--- config.mk ---
export PLATFORM = sky130hd
export DESIGN_NAME = afifo_wr_ctrl
export DESIGN_NICKNAME = d
export VERILOG_FILES = /design/src/rtl/afifo_pkg.sv /design/src/rtl/afifo_sync_bus.sv /design/src/rtl/afifo_wr_ctrl.sv
export SDC_FILE = /design/constraint.sdc
export NUM_CORES = 1
export LEC_CHECK = 0
export CAP_MARGIN = 10
export CORE_ASPECT_RATIO = 2
export CORE_UTILIZATION = 47
export DETAILED_ROUTE_END_ITERATION = 6
export HOLD_SLACK_MARGIN = 0.06
export PLACE_DENSITY = 0.83
export SKIP_LAST_GASP = 1
export SYNTH_ARGS = -nofsm -noshare
export SYNTH_HDL_FRONTEND = slang
export SYNTH_HIERARCHICAL = 1
export SYNTH_SLANG_ARGS = --single-unit
--- constraint.sdc ---
create_clock -name wclk -period 4.8 [get_ports wclk]
set_clock_uncertainty 0.1 [all_clocks]
set_input_delay 0.72 -clock wclk [delete_from_list [all_inputs] [get_ports wclk]]
set_output_delay 0.72 -clock wclk [all_outputs]
set_load 0.005 [all_outputs]
--- src/rtl/afifo_pkg.sv ---
// Shared helpers for the dual-clock FIFO halves: Gray conversion and
// pointer-width derivation. Functions work on 32-bit vectors; callers
// cast to their own pointer width.
package afifo_pkg;

  function automatic int unsigned addr_width(input int unsigned depth);
    return $clog2(depth);
  endfunction

  function automatic logic [31:0] bin2gray(input logic [31:0] b);
    return b ^ (b >> 1);
  endfunction

  // Each binary bit is the XOR of all Gray bits at or above it.
  function automatic logic [31:0] gray2bin(input logic [31:0] g);
    logic [31:0] b;
    b = g;
    for (int i = 1; i < 32; i++) begin
      b = b ^ (g >> i);
    end
    return b;
  endfunction

endpackage

--- src/rtl/afifo_sync_bus.sv ---
// Plain flop chain for bringing a Gray-coded bus across a clock boundary.
// Only safe for buses that change at most one bit per source-clock step.
module afifo_sync_bus #(
  parameter int unsigned WIDTH  = 1,
  parameter int unsigned STAGES = 2
) (
  input  logic             i_clk,
  input  logic             rst_n,
  input  logic [WIDTH-1:0] i_d,
  output logic [WIDTH-1:0] o_q
);

  logic [WIDTH-1:0] r_sync [STAGES];

  // Shift the asynchronous bus through STAGES flops; cleared on reset.
  always_ff @(posedge i_clk or negedge rst_n) begin
    if (!rst_n) begin
      for (int i = 0; i < STAGES; i++) begin
        r_sync[i] <= '0;
      end
    end else begin
      r_sync[0] <= i_d;
      for (int i = 1; i < STAGES; i++) begin
        r_sync[i] <= r_sync[i-1];
      end
    end
  end

  assign o_q = r_sync[STAGES-1];

endmodule

--- src/rtl/afifo_wr_ctrl.sv ---
// Write-domain half of the dual-clock FIFO. Owns the binary/Gray write
// pointer, drives the RAM write port, and derives full, level and
// almost-full against the synchronised read pointer. Full release lags
// a read by the synchroniser depth plus one edge, which is always safe.
module afifo_wr_ctrl
  import afifo_pkg::*;
#(
  parameter  int unsigned WIDTH       = 8,
  parameter  int unsigned DEPTH       = 16,
  parameter  int unsigned SYNC_STAGES = 2,
  parameter  int unsigned AF_THRESH   = 12,
  localparam int unsigned AW          = addr_width(DEPTH),
  localparam int unsigned PW          = AW + 1
) (
  input  logic             wclk,
  input  logic             rst_n,
  input  logic             winc,
  input  logic [WIDTH-1:0] wdata,
  input  logic [PW-1:0]    rptr_gray,
  input  logic             ovf_clr,
  output logic             ram_wenc,
  output logic [AW-1:0]    ram_waddr,
  output logic [WIDTH-1:0] ram_wdata,
  output logic [PW-1:0]    wptr_gray,
  output logic             wfull,
  output logic             almost_full,
  output logic [PW-1:0]    wlevel,
  output logic             overflow
);

  logic [PW-1:0] r_wbin;
  logic [PW-1:0] r_wgray;
  logic          r_wfull;
  logic          r_af;
  logic [PW-1:0] r_wlevel;
  logic          r_ovf;

  logic          w_push;
  logic [PW-1:0] w_wbin_next;
  logic [PW-1:0] w_wgray_next;
  logic [PW-1:0] w_rq;
  logic [PW-1:0] w_rbin;
  logic [PW-1:0] w_full_gray;
  logic [PW-1:0] w_level_next;

  afifo_sync_bus #(
    .WIDTH  (PW),
    .STAGES (SYNC_STAGES)
  ) u_rptr_sync (
    .i_clk (wclk),
    .rst_n (rst_n),
    .i_d   (rptr_gray),
    .o_q   (w_rq)
  );

  // Writes are suppressed while reset is asserted so the RAM never sees a
  // stray enable from a producer that is already requesting.
  assign w_push       = winc & ~r_wfull & rst_n;
  assign w_wbin_next  = r_wbin + PW'(w_push);
  assign w_wgray_next = PW'(bin2gray(32'(w_wbin_next)));
  assign w_rbin       = PW'(gray2bin(32'(w_rq)));
  // Full when the write pointer is exactly one lap ahead: in Gray that is
  // the read pointer with its top two bits inverted.
  assign w_full_gray  = {~w_rq[AW:AW-1], w_rq[AW-2:0]};
  assign w_level_next = w_wbin_next - w_rbin;

  // Pointer registers: binary for addressing, Gray for the crossing.
  always_ff @(posedge wclk or negedge rst_n) begin
    if (!rst_n) begin
      r_wbin  <= '0;
      r_wgray <= '0;
    end else begin
      r_wbin  <= w_wbin_next;
      r_wgray <= w_wgray_next;
    end
  end

  // Status flags evaluated on the post-push pointer so a write and a read
  // advance in the same cycle are folded into one compare.
  always_ff @(posedge wclk or negedge rst_n) begin
    if (!rst_n) begin
      r_wfull  <= 1'b0;
      r_af     <= 1'b0;
      r_wlevel <= '0;
    end else begin
      r_wfull  <= (w_wgray_next == w_full_gray);
      r_af     <= (w_level_next >= PW'(AF_THRESH));
      r_wlevel <= w_level_next;
    end
  end

  // Sticky overflow on a write attempt into a full FIFO; clear has priority.
  always_ff @(posedge wclk or negedge rst_n) begin
    if (!rst_n) begin
      r_ovf <= 1'b0;
    end else if (ovf_clr) begin
      r_ovf <= 1'b0;
    end else if (winc && r_wfull) begin
      r_ovf <= 1'b1;
    end
  end

  assign ram_wenc    = w_push;
  assign ram_waddr   = r_wbin[AW-1:0];
  assign ram_wdata   = wdata;
  assign wptr_gray   = r_wgray;
  assign wfull       = r_wfull;
  assign almost_full = r_af;
  assign wlevel      = r_wlevel;
  assign overflow    = r_ovf;

endmodule

==> results.py, run 1 <==
metrics = {
    "status": {
        "status": "complete, no violations",
    },
    "logic_synthesis": {
        "syn_area_um2": 1220,
        "synthTopCellsByCount": "dfrtp_1, buf_4, xnor2_1",
        "yosysWarnings": 6,
        "synth_mux_area_share_pct": 0,
        "synth.top_cell.area_share_pct": 55.2,
        "synthXorXnorAreaFrac_pct": 17.4,
        "synth_compound_area_share_pct": 5.62,
        "ys_seq_elements": 27,
        "synth_ff_type": "dfrtp_1",
        "synth_top_area_cell": "dfrtp_1",
        "synth_top_family_by_area": "XOR/XNOR gates",
        "ys_seq_area_share_pct": 55.2,
        "avgSynthCellArea_um2": 12.7,
        "ys_async_sr_fraction_pct": 100,
        "synth.most_common_cell": "dfrtp_1",
        "ys_top_cells_by_area": "dfrtp_1, buf_4, xnor2_1",
        "synth_edf_count": 0,
        "synthAdderAreaFrac_pct": 6.13,
        "synth_nets": 119,
        "synth-simple-area-share_pct": 5.11,
        "netlist_instances": 96,
        "synth_cell_type_count": 24,
    },
    "clock_tree": {
        "clk_latency_ps": 270,
        "ctsHoldBuffers": 0,
        "cts_tree": "built",
        "ctsLongestPathBuffers": 2,
        "root_buffer": "clkbuf_8",
        "path_clk_slew_ps": 90,
        "numCtsBuffers": 3,
        "postCtsSetupRepairBufs": 0,
        "cts_sinks": 27,
        "cts.repair.resized": 0,
        "ctsHtreeMaxLevel": 1,
    },
    "critical_path": {
        "crit_fanout": 28,
        "path_buf_inv": 3,
        "arrival_ps": 3500,
        "path_cells": "clkdlybuf4s50_1, buf_4, nand2_1, nor2_1, ha_1, ha_1, xnor2_2, inv_1, ha_1, a31oi_1, a21oi_1, o311ai_1",
        "r2r_slack_ps": 2030,
        "endpoint_kind": "flop",
        "critPathMaxStageDelay_ps": 450,
        "crit_family": "buffers and inverters",
        "cp.required_ps": 4860,
        "criticalPathCategory": "in -> reg",
        "slowest_stage": "clkdlybuf4s50_1",
        "crit_top_cell": "ha_1",
        "startpoint_type": "input pin",
    },
    "power_and_ir_drop": {
        "clkPwrFrac_pct": 12.7,
        "seqPwrFrac_pct": 34.6,
        "p_per_area_nw_per_um2": 670,
        "peakVddDrop_mv": 0.340,
        "switching_share_pct": 35.8,
        "p_leak_nw": 0.652,
        "combPwrFrac_pct": 52.7,
        "p_int_mw": 0.631,
        "power_switching_mw": 0.352,
    },
    "sta": {
        "finalSetupViolCount": 0,
        "rsz0062_at_grt": "no",
        "worst_slack_ps": 1360,
        "fmax_mhz": 291,
        "min_period_ps": 3440,
        "worst_slew_pin_slew_ps": 417,
        "hold_viol": 0,
        "finalSetupTns_ps": 0,
        "fin_crit_sh_pct": 71.6,
        "slew_violations": 0,
        "slew_headroom_pct": 71.5,
    },
    "layout": {
        "fin_nets": 137,
        "diodes": 0,
        "synthToLayoutAreaGrowth_pct": 19.9,
        "drive_gt1_share_pct": 7.96,
    },
    "global_route": {
        "grt_pass1_wl_um": 3430,
        "antenna_found_initial": 0,
        "grt_use_total_pct": 17.6,
        "grt-ovfl-total": 0,
        "grt_max_degree": 29,
        "grt_pass1_vias": 728,
    },
    "place": {
        "dpl.hpwl_um": 1560,
        "place_congestion": 0.826,
        "place_ws_ps": 1110,
        "io_buffer_count": 26,
    },
    "routing": {
        "wire_per_inst_um": 14.8,
        "dr_total_vias": 747,
        "vias_per_cell": 5.34,
        "routed_wl_um": 2070,
        "drc": 0,
        "antenna_left": 0,
        "first_pass_iters": 4,
        "drtIter0Drc": 17,
    },
    "worst_hold_path": {
        "hold_path.class": "reg -> reg",
    },
    "floorplanning": {
        "die_area_um2": 2820,
        "die_x_um": 38.1,
        "die_h_um": 74.2,
        "pin_count": 43,
        "start_util_pct": 50.8,
        "core_area_um2": 2410,
        "rows": 25,
    },
    "flow_run": {
        "max-cap-violations": 0,
    },
}
## power groups by stage
stage	logic, mW	registers (mW)	clock network (mW)
floorplan	0.298	0.350	0
global placement	0.484	0.345	0
detailed placement	0.510	0.347	0
CTS	0.512	0.342	0.127
global route	0.566	0.350	0.137
finish	0.518	0.341	0.125
## logic make-up after synthesis
family,Yosys count
and+or+nand+nor,13
AOI/OAI and AO/OA,9
buffers and inverters,21
DFF,27
xor gates and xnor gates,20
adders and majority gates,6
## state kept, by name, indices dropped and copies added (netlist names)
signal,flops
r_wbin,5
wfull,1
u_rptr_sync/r_sync,5
wlevel,5
almost_full,1
u_rptr_sync/o_q,5
overflow,1
wptr_gray,4
## layer usage
layer | routed length [um] | GRT usage, %
met3 | 113 | 2.69
met5 | 0 | 0
met4 | 51 | 9.92
met1 | 709 | 20.7
met2 | 1200 | 29.6
## layout make-up
type                    instances  area, um2
fillers                       192        941
clock buffers                   4       45.0
multi-input cells              48        419
inverters                       7       26.3
repair buffers                 27        268
flip-flops and latches         27        676
well taps                      27       33.8
## through the flow
step	instances	hold slack [ps]	area (um2)	total power, mW	utilization [%]
final	140	254	1470	0.983	60.9
after global routing	140	265	1470	1.05	60.9
after global placement	136	232	1420	0.829	59.1
after CTS	140	254	1470	0.982	60.9
after detailed placement	136	235	1420	0.857	59.1
after floorplan	96	231	1220	0.649	-
## path summary, 6_finish.rpt
check	cells after the start	from	end
max in group asynchronous	2	rst_n	wptr_gray[2]$_DFF_PN0_
max reg2reg	9	u_rptr_sync/o_q[2]$_DFF_PN0_	almost_full$_DFF_PN0_
max	12	rst_n	almost_full$_DFF_PN0_
min	0	u_rptr_sync/r_sync[7]$_DFF_PN0_	u_rptr_sync/o_q[2]$_DFF_PN0_
min reg2reg	0	u_rptr_sync/r_sync[7]$_DFF_PN0_	u_rptr_sync/o_q[2]$_DFF_PN0_
min in group asynchronous	2	rst_n	overflow$_DFFE_PN0P_
## layout by cell type (no fill, tap or decap)
| cell | n |
|---|---|
| dfrtp_1 | 27 |
| clkdlybuf4s50_1 | 26 |
| xnor2_1 | 10 |
| inv_1 | 7 |
| xor2_1 | 6 |
| ha_1 | 6 |
| nor2_1 | 4 |
| nand3_1 | 3 |
| a21oi_1 | 3 |
| clkbuf_8 | 3 |
| nand2_1 | 2 |
| xnor2_2 | 2 |
| xnor3_2 | 1 |
| xor2_2 | 1 |
| o211ai_1 | 1 |
| a31oi_1 | 1 |
| and3_1 | 1 |
| nor3_1 | 1 |
| a2111oi_2 | 1 |
| or4_1 | 1 |
| o31ai_1 | 1 |
| or3_1 | 1 |
| a2111oi_0 | 1 |
| o311ai_1 | 1 |
| clkbuf_1 | 1 |
| buf_4 | 1 |
## worst reg2reg max path: cells and delay by family (launching register included)
kind / cells / cell delay [ps]
xor gates and xnor gates: 3 / 990
AOI/OAI and AO/OA: 2 / 500
DFF: 1 / 390
adders and majority gates: 2 / 370
and+or+nand+nor: 1 / 190
buffers and inverters: 1 / 80
Note: power is estimated with default switching activity, not from simulation.
==> run 2, diff against run 1 <==
--- a/config.mk
+++ b/config.mk
@@ -7,10 +7,10 @@
 export LEC_CHECK = 0
 export CAP_MARGIN = 10
 export CORE_ASPECT_RATIO = 2
-export CORE_UTILIZATION = 47
+export CORE_UTILIZATION = 40
 export DETAILED_ROUTE_END_ITERATION = 6
 export HOLD_SLACK_MARGIN = 0.06
-export PLACE_DENSITY = 0.83
+export PLACE_DENSITY = 0.75
 export SKIP_LAST_GASP = 1
 export SYNTH_ARGS = -nofsm -noshare
 export SYNTH_HDL_FRONTEND = slang
==> constraint.sdc (replaced) <==
create_clock -name wclk -period 2.9 [get_ports wclk]
set_clock_uncertainty 0.1 [all_clocks]
set_input_delay 0.435 -clock wclk [delete_from_list [all_inputs] [get_ports wclk]]
set_output_delay 0.435 -clock wclk [all_outputs]
set_load 0.005 [all_outputs]
==> run 2 against run 1 <==
  * First-iteration DRC count shrank 35%
  * Final area grew 6.0%
  * Utilization shrank 8.1 points
  * Die area grew 17%
  * Sequential share of layout area shrank 2.6 points
  * Clock power grew 67%
  * Largest power group unchanged
  * Sequential power grew 66%
==> results.py, run 2 (synthesized netlist as in run 1, its figures left out) <==
metrics = {
    "worst_hold_path": {
        "min_path_cells": 0,
        "hold_path.class": "reg -> reg",
    },
    "place": {
        "placed_area_um2": 1500,
        "place_congestion": 0.883,
        "dpl.hpwl_um": 1810,
        "io_buffer_count": 26,
        "placedCellCount": 149,
        "place_ws_ps": -198,
    },
    "power_and_ir_drop": {
        "p_leak_nw": 0.702,
        "p_total_mw": 1.77,
        "p_per_area_nw_per_um2": 1140,
        "peakVddDrop_mv": 0.541,
    },
    "routing": {
        "antenna_left": 0,
        "wire_per_inst_um": 15.0,
        "drtIter0Drc": 11,
        "drc": 0,
        "first_pass_iters": 4,
        "routed_wl_um": 2290,
        "dr_total_vias": 781,
        "vias_per_cell": 5.10,
    },
    "sta": {
        "hold_slack_ps": 259,
        "finalSetupTns_ps": 0,
        "worst_slack_ps": 113,
        "min_period_ps": 2790,
        "slew_headroom_pct": 74.1,
        "rsz0062_at_grt": "yes",
        "fmax_mhz": 359,
        "worst_slew_pin_slew_ps": 385,
        "slew_violations": 0,
        "finalSetupViolCount": 0,
        "fin_crit_sh_pct": 96.1,
        "hold_viol": 0,
    },
    "floorplanning": {
        "rows": 28,
        "die_area_um2": 3300,
        "core_area_um2": 2940,
        "die_x_um": 41.1,
        "die_h_um": 80.2,
        "start_util_pct": 41.6,
        "pin_count": 43,
    },
    "global_route": {
        "grt_use_total_pct": 17.1,
        "antenna_found_initial": 0,
        "grt-ovfl-total": 0,
        "grt_pass1_wl_um": 3670,
        "grt_pass1_vias": 834,
        "grt_max_degree": 28,
    },
    "status": {
        "status": "complete, no violations",
    },
    "clock_tree": {
        "root_buffer": "clkbuf_8",
        "postCtsSetupRepairBufs": 0,
        "ctsHoldBuffers": 0,
        "path_clk_slew_ps": 80,
        "ctsHtreeMaxLevel": 1,
        "ctsLongestPathBuffers": 2,
        "clk_latency_ps": 270,
        "numCtsBuffers": 3,
        "cts_tree": "built",
        "cts_sinks": 27,
    },
    "layout": {
        "design_area_um2": 1560,
        "fin_nets": 147,
        "multiInputGateArea_um2": 428,
        "utilization_pct": 52.8,
        "fillCellCount": 268,
        "stdcell_count": 153,
        "diodes": 0,
        "final_common_cell": "dfrtp_1",
        "final_cell_mix": "dfrtp_1, clkdlybuf4s50_1, buf_4",
        "drive_gt1_share_pct": 16.3,
        "synthToLayoutAreaGrowth_pct": 27.1,
        "regArea_um2": 676,
    },
    "critical_path": {
        "criticalPathCategory": "in -> reg",
        "slowest_stage": "clkdlybuf4s50_1",
        "cp.required_ps": 2970,
        "endpoint_kind": "flop",
        "startpoint_type": "input pin",
        "crit_fanout": 4,
        "critPathMaxStageDelay_ps": 540,
        "reg2reg_depth": 9,
        "crit_top_cell": "ha_1",
        "path_cells": "clkdlybuf4s50_1, nand2_1, nor2_1, ha_1, ha_1, xnor2_2, inv_1, ha_1, a31oi_1, a21oi_1, o311ai_2",
        "arrival_ps": 2850,
    },
    "flow_run": {
        "max-cap-violations": 0,
    },
}
==> run 2: cell count changes in the layout (fill, tap and decap cells not counted) <==
cell / change
buf_4: +10
a2111oi_0: -1
a2111oi_1: +1
o311ai_1: -1
o311ai_2: +1
==> run 2: routing by layer <==
metal / global-route usage (%) / vias up / wire [um]
met2: 29.1 / 19 / 1400
met4: 11.9 / 0 / 64
met5: 0 / - / 0
met3: 1.93 / 5 / 75
li1: - / 355 / -
met1: 17.3 / 402 / 752
==> run 2: layout make-up <==
| class | instances | share of cell area, % |
|---|---|---|
| well taps | 30 | 2.41 |
| flip-flops and latches | 27 | 43.4 |
| clock buffers | 4 | 2.90 |
| repair buffers | 37 | 22.0 |
| inverters | 7 | 1.69 |
| multi-input cells | 48 | 27.5 |
==> run 2: report_power, final <==
group | switching (mW) | total (mW) | internal [mW]
registers | 0.0624 | 0.567 | 0.505
logic | 0.452 | 0.996 | 0.544
clock network | 0.111 | 0.209 | 0.0985
==> run 2: critical path, delay by kind of cell <==
family	cells	cell delay, ps
adder cells (fa/ha/maj)	3	740
XOR/XNOR	1	160
AND/OR/NAND/NOR	2	200
buffers and inverters	2	640
AO/OA/AOI/OAI	3	680
==> run 2: final timing paths <==
kind | slack (ps) | to | startpoint
worst max-delay path | 110 | almost_full$_DFF_PN0_ | rst_n
worst min-delay path | 260 | u_rptr_sync/o_q[1]$_DFF_PN0_ | u_rptr_sync/r_sync[6]$_DFF_PN0_
worst max register to register | 230 | almost_full$_DFF_PN0_ | u_rptr_sync/o_q[2]$_DFF_PN0_
worst min register to register | 260 | u_rptr_sync/o_q[1]$_DFF_PN0_ | u_rptr_sync/r_sync[6]$_DFF_PN0_
max in group asynchronous | 1910 | wfull$_DFF_PN0_ | rst_n
min in group asynchronous | 540 | u_rptr_sync/r_sync[8]$_DFF_PN0_ | rst_n
==> run 2: what timing repair did <==
| action | in CTS | in global routing |
|---|---|---|
| gates resized for setup | 0 | 2 |
| hold endpoints to repair | 0 | 0 |
| endpoints found under the setup margin | 0 | 2 |
